`src/rtl/serdesphy_pcs_pkg.sv`:
```
// ----------------------------------------------------------------------------
// serdesphy_pcs_pkg
//   Shared definitions for the SerDes PHY PCS line-coding logic: the TX framer
//   state encoding, the 4b5b control symbols, the 4b5b data encoder and the
//   PRBS7 feedback taps. Used by the TX framer and by the PRBS generator, which
//   the RX checker also instantiates.
// ----------------------------------------------------------------------------
package serdesphy_pcs_pkg;

    // Framer states. Everything between SSD_J and ESD_R is an open burst.
    typedef enum logic [2:0] {
        ST_DISABLED,
        ST_IDLE,
        ST_SSD_J,
        ST_SSD_K,
        ST_DATA,
        ST_ESD_T,
        ST_ESD_R,
        ST_PRBS
    } tx_state_e;

    // Control symbols; bit 4 goes on the line first.
    localparam logic [4:0] SYM_IDLE = 5'b11111;
    localparam logic [4:0] SYM_J    = 5'b11000;
    localparam logic [4:0] SYM_K    = 5'b10001;
    localparam logic [4:0] SYM_T    = 5'b01101;
    localparam logic [4:0] SYM_R    = 5'b00111;

    // PRBS7 polynomial x^7 + x^6 + 1: feedback is p[6] ^ p[5].
    localparam int PRBS7_TAP_HI = 6;
    localparam int PRBS7_TAP_LO = 5;

    // 4b5b data symbol for one nibble.
    function automatic logic [4:0] enc_4b5b(input logic [3:0] nibble);
        logic [4:0] sym;
        case (nibble)
            4'h0:    sym = 5'b11110;
            4'h1:    sym = 5'b01001;
            4'h2:    sym = 5'b10100;
            4'h3:    sym = 5'b10101;
            4'h4:    sym = 5'b01010;
            4'h5:    sym = 5'b01011;
            4'h6:    sym = 5'b01110;
            4'h7:    sym = 5'b01111;
            4'h8:    sym = 5'b10010;
            4'h9:    sym = 5'b10011;
            4'hA:    sym = 5'b10110;
            4'hB:    sym = 5'b10111;
            4'hC:    sym = 5'b11010;
            4'hD:    sym = 5'b11011;
            4'hE:    sym = 5'b11100;
            default: sym = 5'b11101;
        endcase
        return sym;
    endfunction

endpackage

```
`src/rtl/serdesphy_prbs7_gen.sv`:
```
// ----------------------------------------------------------------------------
// serdesphy_prbs7_gen
//   PRBS7 (x^7 + x^6 + 1) LFSR. bit_out is the bit produced by the next
//   advance; the register steps only when advance is high, so the sequence
//   position is kept while the generator is not in use.
//
// Ports
//   clk      in   clock
//   rst_n    in   asynchronous active-low reset (LFSR <= SEED)
//   advance  in   step the LFSR this cycle
//   bit_out  out  new PRBS bit for the current/next step
// ----------------------------------------------------------------------------
module serdesphy_prbs7_gen
    import serdesphy_pcs_pkg::*;
#(
    parameter logic [6:0] SEED = 7'h7F
) (
    input  logic clk,
    input  logic rst_n,
    input  logic advance,
    output logic bit_out
);

    logic [6:0] r_lfsr;

    assign bit_out = r_lfsr[PRBS7_TAP_HI] ^ r_lfsr[PRBS7_TAP_LO];

    // The SEED must be non-zero or the LFSR locks up at all zeros.
    always_ff @(posedge clk or negedge rst_n) begin
        if (!rst_n) begin
            r_lfsr <= SEED;
        end else if (advance) begin
            r_lfsr <= {r_lfsr[5:0], bit_out};
        end
    end

endmodule

```
`src/rtl/serdesphy_tx_framer.sv`:
```
// ----------------------------------------------------------------------------
// serdesphy_tx_framer
//   TX line-coding stage. Pops nibbles from a FWFT FIFO, 4b5b-encodes them and
//   frames each burst as J K <data...> T R, filling gaps with IDLE symbols.
//   Alternatively streams raw PRBS7. One bit leaves per serializer-ready cycle.
//
// Ports
//   clk_240m_tx       in   TX bit clock
//   rst_n_240m_tx     in   asynchronous active-low reset
//   tx_en             in   framer enable; dropping it mid-burst flags tx_error
//   tx_idle           in   force idle; an open burst is closed with T R
//   tx_data_sel       in   0 = FIFO data, 1 = PRBS7
//   serializer_ready  in   advance enable; everything holds when low
//   fifo_data[3:0]    in   FIFO head nibble
//   fifo_empty        in   FIFO empty flag
//   fifo_rd_en        out  pop strobe, one per nibble consumed
//   tx_serial_data    out  serial bit (symbol MSB first)
//   tx_serial_valid   out  serial bit valid
//   tx_idle_pattern   out  symbol on the line is IDLE
//   tx_active         out  burst or PRBS in progress
//   tx_error          out  sticky: burst aborted by tx_en deassertion
// ----------------------------------------------------------------------------
module serdesphy_tx_framer
    import serdesphy_pcs_pkg::*;
#(
    parameter logic [6:0] PRBS_SEED = 7'h7F,
    parameter int         SYM_W     = 5
) (
    input  logic       clk_240m_tx,
    input  logic       rst_n_240m_tx,
    input  logic       tx_en,
    input  logic       tx_idle,
    input  logic       tx_data_sel,
    input  logic       serializer_ready,
    input  logic [3:0] fifo_data,
    input  logic       fifo_empty,
    output logic       fifo_rd_en,
    output logic       tx_serial_data,
    output logic       tx_serial_valid,
    output logic       tx_idle_pattern,
    output logic       tx_active,
    output logic       tx_error
);

    tx_state_e        r_state;
    logic [SYM_W-1:0] r_shreg;
    logic [2:0]       r_bit_cnt;
    logic             r_tx_error;

    tx_state_e        w_state_nxt;
    logic [SYM_W-1:0] w_shreg_nxt;
    logic [2:0]       w_bit_cnt_nxt;
    logic             w_tx_error_nxt;
    logic             w_rd_en;
    logic             w_prbs_adv;
    logic             w_prbs_bit;
    logic             w_boundary;
    logic             w_can_pop;
    logic             w_in_burst;

    serdesphy_prbs7_gen #(
        .SEED (PRBS_SEED)
    ) u_prbs (
        .clk     (clk_240m_tx),
        .rst_n   (rst_n_240m_tx),
        .advance (w_prbs_adv),
        .bit_out (w_prbs_bit)
    );

    // DISABLED has no symbol in flight, so every advance there is a boundary.
    assign w_boundary = (r_bit_cnt == 3'd4) || (r_state == ST_DISABLED);
    assign w_can_pop  = !tx_idle && !fifo_empty;
    assign w_in_burst = r_state inside {ST_SSD_J, ST_SSD_K, ST_DATA, ST_ESD_T, ST_ESD_R};

    always_ff @(posedge clk_240m_tx or negedge rst_n_240m_tx) begin
        if (!rst_n_240m_tx) begin
            r_state    <= ST_DISABLED;
            r_shreg    <= '0;
            r_bit_cnt  <= 3'd0;
            r_tx_error <= 1'b0;
        end else begin
            r_state    <= w_state_nxt;
            r_shreg    <= w_shreg_nxt;
            r_bit_cnt  <= w_bit_cnt_nxt;
            r_tx_error <= w_tx_error_nxt;
        end
    end

    // tx_en = 0 wins over serializer_ready so the line shuts off immediately.
    // PRBS mode emits a fresh LFSR bit on every advance and ignores bit_cnt;
    // entering it from IDLE already produces the first PRBS bit.
    always_comb begin
        w_state_nxt    = r_state;
        w_shreg_nxt    = r_shreg;
        w_bit_cnt_nxt  = r_bit_cnt;
        w_tx_error_nxt = r_tx_error;
        w_rd_en        = 1'b0;
        w_prbs_adv     = 1'b0;

        if (!tx_en) begin
            w_state_nxt   = ST_DISABLED;
            w_shreg_nxt   = '0;
            w_bit_cnt_nxt = 3'd0;
            if (w_in_burst) begin
                w_tx_error_nxt = 1'b1;
            end
        end else if (serializer_ready) begin
            if (r_state == ST_PRBS) begin
                w_bit_cnt_nxt = 3'd0;
                if (tx_data_sel && !tx_idle) begin
                    w_prbs_adv  = 1'b1;
                    w_shreg_nxt = {w_prbs_bit, {(SYM_W-1){1'b0}}};
                end else begin
                    w_state_nxt = ST_IDLE;
                    w_shreg_nxt = SYM_IDLE;
                end
            end else if (w_boundary) begin
                w_bit_cnt_nxt = 3'd0;
                case (r_state)
                    ST_DISABLED: begin
                        w_state_nxt = ST_IDLE;
                        w_shreg_nxt = SYM_IDLE;
                    end
                    ST_IDLE: begin
                        if (tx_data_sel) begin
                            w_state_nxt = ST_PRBS;
                            w_prbs_adv  = 1'b1;
                            w_shreg_nxt = {w_prbs_bit, {(SYM_W-1){1'b0}}};
                        end else if (w_can_pop) begin
                            w_state_nxt = ST_SSD_J;
                            w_shreg_nxt = SYM_J;
                        end else begin
                            w_shreg_nxt = SYM_IDLE;
                        end
                    end
                    ST_SSD_J: begin
                        w_state_nxt = ST_SSD_K;
                        w_shreg_nxt = SYM_K;
                    end
                    ST_SSD_K, ST_DATA: begin
                        if (w_can_pop) begin
                            w_state_nxt = ST_DATA;
                            w_shreg_nxt = enc_4b5b(fifo_data);
                            w_rd_en     = 1'b1;
                        end else begin
                            w_state_nxt = ST_ESD_T;
                            w_shreg_nxt = SYM_T;
                        end
                    end
                    ST_ESD_T: begin
                        w_state_nxt = ST_ESD_R;
                        w_shreg_nxt = SYM_R;
                    end
                    ST_ESD_R: begin
                        w_state_nxt = ST_IDLE;
                        w_shreg_nxt = SYM_IDLE;
                    end
                    default: begin
                        w_state_nxt = ST_DISABLED;
                        w_shreg_nxt = '0;
                    end
                endcase
            end else begin
                w_shreg_nxt   = r_shreg << 1;
                w_bit_cnt_nxt = r_bit_cnt + 3'd1;
            end
        end
    end

    // Every flag follows the state register, so all of them hold with it.
    assign fifo_rd_en      = w_rd_en;
    assign tx_serial_data  = r_shreg[SYM_W-1];
    assign tx_serial_valid = (r_state != ST_DISABLED);
    assign tx_idle_pattern = (r_state == ST_IDLE);
    assign tx_active       = w_in_burst || (r_state == ST_PRBS);
    assign tx_error        = r_tx_error;

endmodule
```
`config.mk`:
```
export PLATFORM = sky130hd
export DESIGN_NAME = serdesphy_tx_framer
export DESIGN_NICKNAME = d
export VERILOG_FILES = /design/src/rtl/serdesphy_pcs_pkg.sv /design/src/rtl/serdesphy_prbs7_gen.sv /design/src/rtl/serdesphy_tx_framer.sv
export SDC_FILE = /design/constraint.sdc
export NUM_CORES = 1
export LEC_CHECK = 0
export CORE_ASPECT_RATIO = 0.9
export CORE_MARGIN = 1.5
export CORE_UTILIZATION = 50
export CTS_BUF_LIST = sky130_fd_sc_hd__clkbuf_2 sky130_fd_sc_hd__clkbuf_4 sky130_fd_sc_hd__clkbuf_8
export CTS_CLUSTER_SIZE = 10
export DETAILED_ROUTE_END_ITERATION = 16
export DONT_BUFFER_PORTS = 1
export PLACE_DENSITY = 0.68
export SLEW_MARGIN = 20
export SYNTH_ARGS = -nofsm -noshare
export SYNTH_HDL_FRONTEND = slang
export SYNTH_SLANG_ARGS = --single-unit
```
`constraint.sdc`:
```
create_clock -name clk_240m_tx -period 1.7 [get_ports clk_240m_tx]
set_input_delay 0.34 -clock clk_240m_tx [delete_from_list [all_inputs] [get_ports clk_240m_tx]]
set_output_delay 0.34 -clock clk_240m_tx [all_outputs]
set_load 0.01 [all_outputs]
```
# Word-level counts from Yosys, hierarchy flattened
# Memory sizes are Yosys's and may differ from the RTL's.
# Index checks and enable logic that the tools add are counted.
# op_classes
muxes	35
bitwise_logic	2
reduce_logical	13
n_eq_ne	12
addsub	1
# ops
cell	count
two-way mux 3 bit	12
two-way mux 5 bit	7
one-hot mux 5 bit (5 select lines)	1
equality test 3 bit (second input constant)	5
one-hot mux 3 bit (5 select lines)	1
two-way mux 1 bit	14
equality test 3 x 2 -> 1 bit (second input constant)	2
inequality test 5 x 3 -> 1 bit (second input constant)	1
nonzero test 5 bit	1
AND reduction 4 bit	1
OR reduction 2 bit	2
adder 3 x 1 -> 3 bit (second input constant)	1
equality test 3 x 1 -> 1 bit (second input constant)	1
logical NOT 3 bit	1
inequality test 3 x 1 -> 1 bit (second input constant)	1
inequality test 3 bit (second input constant)	1
nonzero test 3 bit	1
logical AND 1 bit	2
logical NOT 1 bit	2
logical OR 1 bit	2
inequality test 2 x 1 -> 1 bit (second input constant)	1
AND reduction 2 bit	1
NOT 1 bit	1
bitwise XOR 1 bit	1
# word_totals
register_bits	19
mem_bits_ro	80
mem_count	1
# memory_table
memory	depth	word_bits	rd	rd_ports_with_merged_regs	wr	line	text
(no name shown)	16	5	1	0	0	serdesphy_pcs_pkg.sv:36	case (nibble)

# Depth between registers and ports, before layout
# logic_depth
ltp_word	9
depth_mapped	8
mapped_depth_nobuf	7

# Modules after synthesis
# From an unflattened synthesis, not the netlist that was laid out.
# unflattened
hier_cells	148
area_unflattened_um2	1362.6
# modules_own_cells
module	instances	area_each_um2	seq_area_each_um2	cells_per_inst
serdesphy_tx_framer	1	1079.8	300.3	132
serdesphy_prbs7_gen	1	282.8	183.9	16

# Least setup slack after synthesis
# No wires, ideal clock.
# synth_timing
path_kind	register to register
start	reg r_bit_cnt[0]
end	reg u_prbs.r_lfsr[1]
required_ns	1.618
slack_ns	0.029
n_path_buf	0
path_stages_with_launch	8
arrival_ns	1.589
setup_time_ns	0.082
path_cell_list	dfrtp_1 inv_1 ha_1 nand2_2 nor2_4 o2bb2ai_1 nor3b_4 mux2_2
# synth_via
elab_chain_len	6
# synth_lines
item	line	text
from (decl)	serdesphy_tx_framer.sv:47	logic [2:0] r_bit_cnt;
from (signal assigned)	serdesphy_tx_framer.sv:84	r_bit_cnt <= w_bit_cnt_nxt;
equality test 3 bit	serdesphy_tx_framer.sv:71	assign w_boundary = (r_bit_cnt == 3'd4) || (r_state == ST_DISABLED);
logical OR 1 bit	serdesphy_tx_framer.sv:71	
two-way mux 1 bit	serdesphy_tx_framer.sv:117	end else if (w_boundary) begin
two-way mux 1 bit	serdesphy_tx_framer.sv:108	if (r_state == ST_PRBS) begin
two-way mux 1 bit	serdesphy_tx_framer.sv:107	end else if (serializer_ready) begin
two-way mux 1 bit	serdesphy_tx_framer.sv:100	if (!tx_en) begin
to (signal assigned)	serdesphy_prbs7_gen.sv:33	r_lfsr <= {r_lfsr[5:0], bit_out};
to (decl)	serdesphy_prbs7_gen.sv:24	logic [6:0] r_lfsr;
# No other way between the ends.
# A chain may end at the register's enable or synchronous reset.

# Final worst setup path
# layout_timing
start	reg r_state[1]
end	out fifo_rd_en
# layout_via
elab_chain_len	7
# layout_lines
item	line	text
from (decl)	serdesphy_tx_framer.sv:45	tx_state_e r_state;
from (signal assigned)	serdesphy_tx_framer.sv:82	r_state <= w_state_nxt;
equality test 3 x 2 -> 1 bit / equality test 3 bit (equally long branches)	serdesphy_tx_framer.sv:119	case (r_state)
OR reduction 2 bit	serdesphy_tx_framer.sv:119	
two-way mux 1 bit	serdesphy_tx_framer.sv:119	
two-way mux 1 bit	serdesphy_tx_framer.sv:117	
two-way mux 1 bit (*)	serdesphy_tx_framer.sv:108	
two-way mux 1 bit (*)	serdesphy_tx_framer.sv:107	
two-way mux 1 bit (*)	serdesphy_tx_framer.sv:100	
to (decl)	serdesphy_tx_framer.sv:37	output logic fifo_rd_en,
# Mark *: on every way between the ends. The rest lies on a longest branch, timed or not.

==> reports/metrics.cfg <==
[placed_design]
io_buffer_count = 0
place.gp.congestion = 0.934
hpwl_um = 2450

[global_routing]
grt_usage_pct = 25.0
antenna_found_initial = 0
grt_pass1_vias = 1190
grt_pass1_wl_um = 5680
grt_max_degree = 21
gr-total-overflow = 0

[synthesis]
synth_nets = 167
synthCells = 154
syn_area_um2 = 1380
ys_warn_count = 0
postSynthAreaPerCell_um2 = 8.93
synth_seq_cells = 19
synth_ff_type = dfrtp_1
synth_edf_count = 0
yosysUniqueCellTypes = 53
async_reset_ff_share_pct = 100
ys_seq_area_share_pct = 35.2

[worst_setup_path]
end_kind = output pin
worst_setup_path_start_kind = flop
critPathKind = flop to output pin
cp.arrival_ns = 1.56
critPathMaxFanout = 3
cp.required_ns = 1.36

[floorplanning]
die_w_um = 58.3
start_util_pct = 54.3
core_region_area_um2 = 2530
die_area_um2 = 3070
io_pins = 17
rows = 17
dieHeight_um = 52.8

[route]
drt_pass1_iterations = 6
vias = 1291
finalWirelength_um = 3630
wl_per_cell_um = 18.3
remaining_drc_errors = 0
viasPerCell = 6.52
drt_first_iter_violations = 58
ant_nets = 0

[clocking]
numCtsBuffers = 3
clkSinkCount = 19
cts_max_level = 1
root_buffer = clkbuf_4
worstSkewPairLatency_ns = 0.30
cts_tree = done
cts.path.max_buffers = 2
clk_pin_slew_worst_paths_ns = 0.12

[timing]
rsz0062_at_grt = yes
period_minus_slack_ns = 1.90
finalClockSkew_ns = 0.00748
hold_viol = 0
final_max_slew_viol_count = 0
timing.final.crit_share_pct = 112
worstMarginPinSlew_ns = 0.872
max_freq_mhz = 527
max-slew-margin-rel_pct = 41.6
setup_ws_ns = -0.196
setup_viol = 8

[cells_and_area]
n_antenna_cell = 0
layout-drive-gt1-share_pct = 39.4
nFillCells = 210
regArea_um2 = 485
utilization_pct = 66.1
layout.nets = 184
area_growth_syn_to_layout_pct = 21.7
multi_input_area_um2 = 873

[power_and_ir_drop]
peakVddDrop_mv = 0.410
p_total_uw = 1040
p_per_area_nw_per_um2 = 620
p_leak_uw = 0.000695

[run_status]
status = complete, but fails checks
violations = negative setup slack

[job]
maxCapViolCount = 0

[min_path]
hp-class = primary input to flop

## layout by cell type, fill, tap and decap left out, types with 2 or more instances in the layout
cell type / n
o21ai_0: 13
nand2_1: 6
dfrtp_1: 11
nor3_1: 4
dfstp_2: 7
o211ai_1: 3
nand3_1: 6
and2_1: 2
a21oi_1: 11
nor2b_1: 5
clkbuf_4: 3
inv_2: 3
mux2_4: 6
nor2_1: 9
buf_4: 20
nor2_2: 2
mux2i_1: 3
a32oi_1: 2
nand3b_1: 2
buf_6: 3
inv_1: 7
## worst paths after layout
path | from | to | slack [ns] | cells past startpoint
max | r_state[1]$_DFFE_PN0P_ | fifo_rd_en | -0.20 | 3
min | serializer_ready | r_shreg[1]$_DFFE_PN0N_ | 0.11 | 1
max reg2reg | r_bit_cnt[1]$_DFFE_PN0N_ | u_prbs.r_lfsr[2]$_DFFE_PN1P_ | -0.02 | 8
min reg2reg | u_prbs.r_lfsr[0]$_DFFE_PN1P_ | u_prbs.r_lfsr[0]$_DFFE_PN1P_ | 0.48 | 2
max in group asynchronous | rst_n_240m_tx | r_state[1]$_DFFE_PN0P_ | 0.53 | 1
min in group asynchronous | rst_n_240m_tx | r_bit_cnt[1]$_DFFE_PN0N_ | 0.58 | 1
## cells by family after synthesis
| kind of cell | share of synthesized area (%) |
|---|---|
| xor+xnor | 0.637 |
| mux | 7.10 |
| fa+ha+maj | 1.82 |
| simple gates | 20.8 |
| compound gates | 25.8 |
| flops | 35.2 |
| buf+inv | 8.64 |
## synthesized netlist by cell type, types with 2 or more instances
| cell type | count | area (µm²) |
|---|---|---|
| a21oi_1 | 11 | 55.1 |
| a32oi_1 | 2 | 17.5 |
| and2_1 | 4 | 25.0 |
| and3_1 | 2 | 12.5 |
| buf_2 | 8 | 40.0 |
| buf_6 | 3 | 33.8 |
| clkbuf_1 | 2 | 7.51 |
| dfrtp_1 | 12 | 300 |
| dfstp_2 | 7 | 184 |
| ha_1 | 2 | 25.0 |
| inv_1 | 9 | 33.8 |
| mux2_2 | 6 | 67.6 |
| mux2i_1 | 3 | 30.0 |
| nand2_1 | 6 | 22.5 |
| nand3_1 | 7 | 35.0 |
| nand3b_1 | 2 | 15.0 |
| nor2_1 | 11 | 41.3 |
| nor2b_1 | 5 | 31.3 |
| nor3_1 | 4 | 20.0 |
| o211ai_1 | 3 | 22.5 |
| o21ai_0 | 13 | 65.1 |
## through the flow
step                      hold slack (ns)  TNS (ns)  cells  area (µm²)  setup slack, ns
after floorplan                    0.0444         0    154        1380           0.0292
after global placement             0.0448   -0.0144    184        1450         -0.00321
after detailed placement           0.0448    -0.474    184        1450          -0.0900
after CTS                          0.0982    -0.251    198        1580           -0.181
after global routing               0.0844    -0.858    198        1670           -0.255
final                               0.111    -0.330    198        1670           -0.196
## worst max-delay path, cell delays in order, from the launching register on
cell and delay, ns:
dfrtp_2 0.43, or3b_4 0.41, a21oi_4 0.17, and4_4 0.24
## sequential cells by signal, summed over array words and instances, names as in the netlist
name	cells
r_bit_cnt	3
tx_error	1
r_shreg	5
r_state	3
u_prbs.r_lfsr	7
## layer usage
layer	vias to the layer above	part of all wire [%]	track usage, %
li1	595	-	-
met1	622	42	32.3
met2	58	49	41.6
met3	16	6.0	4.94
met4	0	2.4	8.53
met5	-	0	0
## report_power, final
| group | switching, µW | internal (µW) |
|---|---|---|
| registers | 29.6 | 484 |
| clock network | 150 | 87.7 |
| logic | 147 | 139 |
## area by class of cell
type	instances	area share (%)
clock buffers	3	1.35
clock inverters	1	0.299
inverters	10	2.24
multi-input cells	112	52.2
flip-flops and latches	19	29.0
well taps	28	2.09
repair buffers	25	12.8
## timing repair
action / 4_1_cts / 5_1_grt
setup endpoints to repair: 9 / 15
gates resized for setup: 8 / 21
hold endpoints to repair: 19 / 0
hold buffers: 1 / 0
buffers inserted: 9 / 0
pin swaps: 3 / 5
Power figures use the tool's default switching activity.
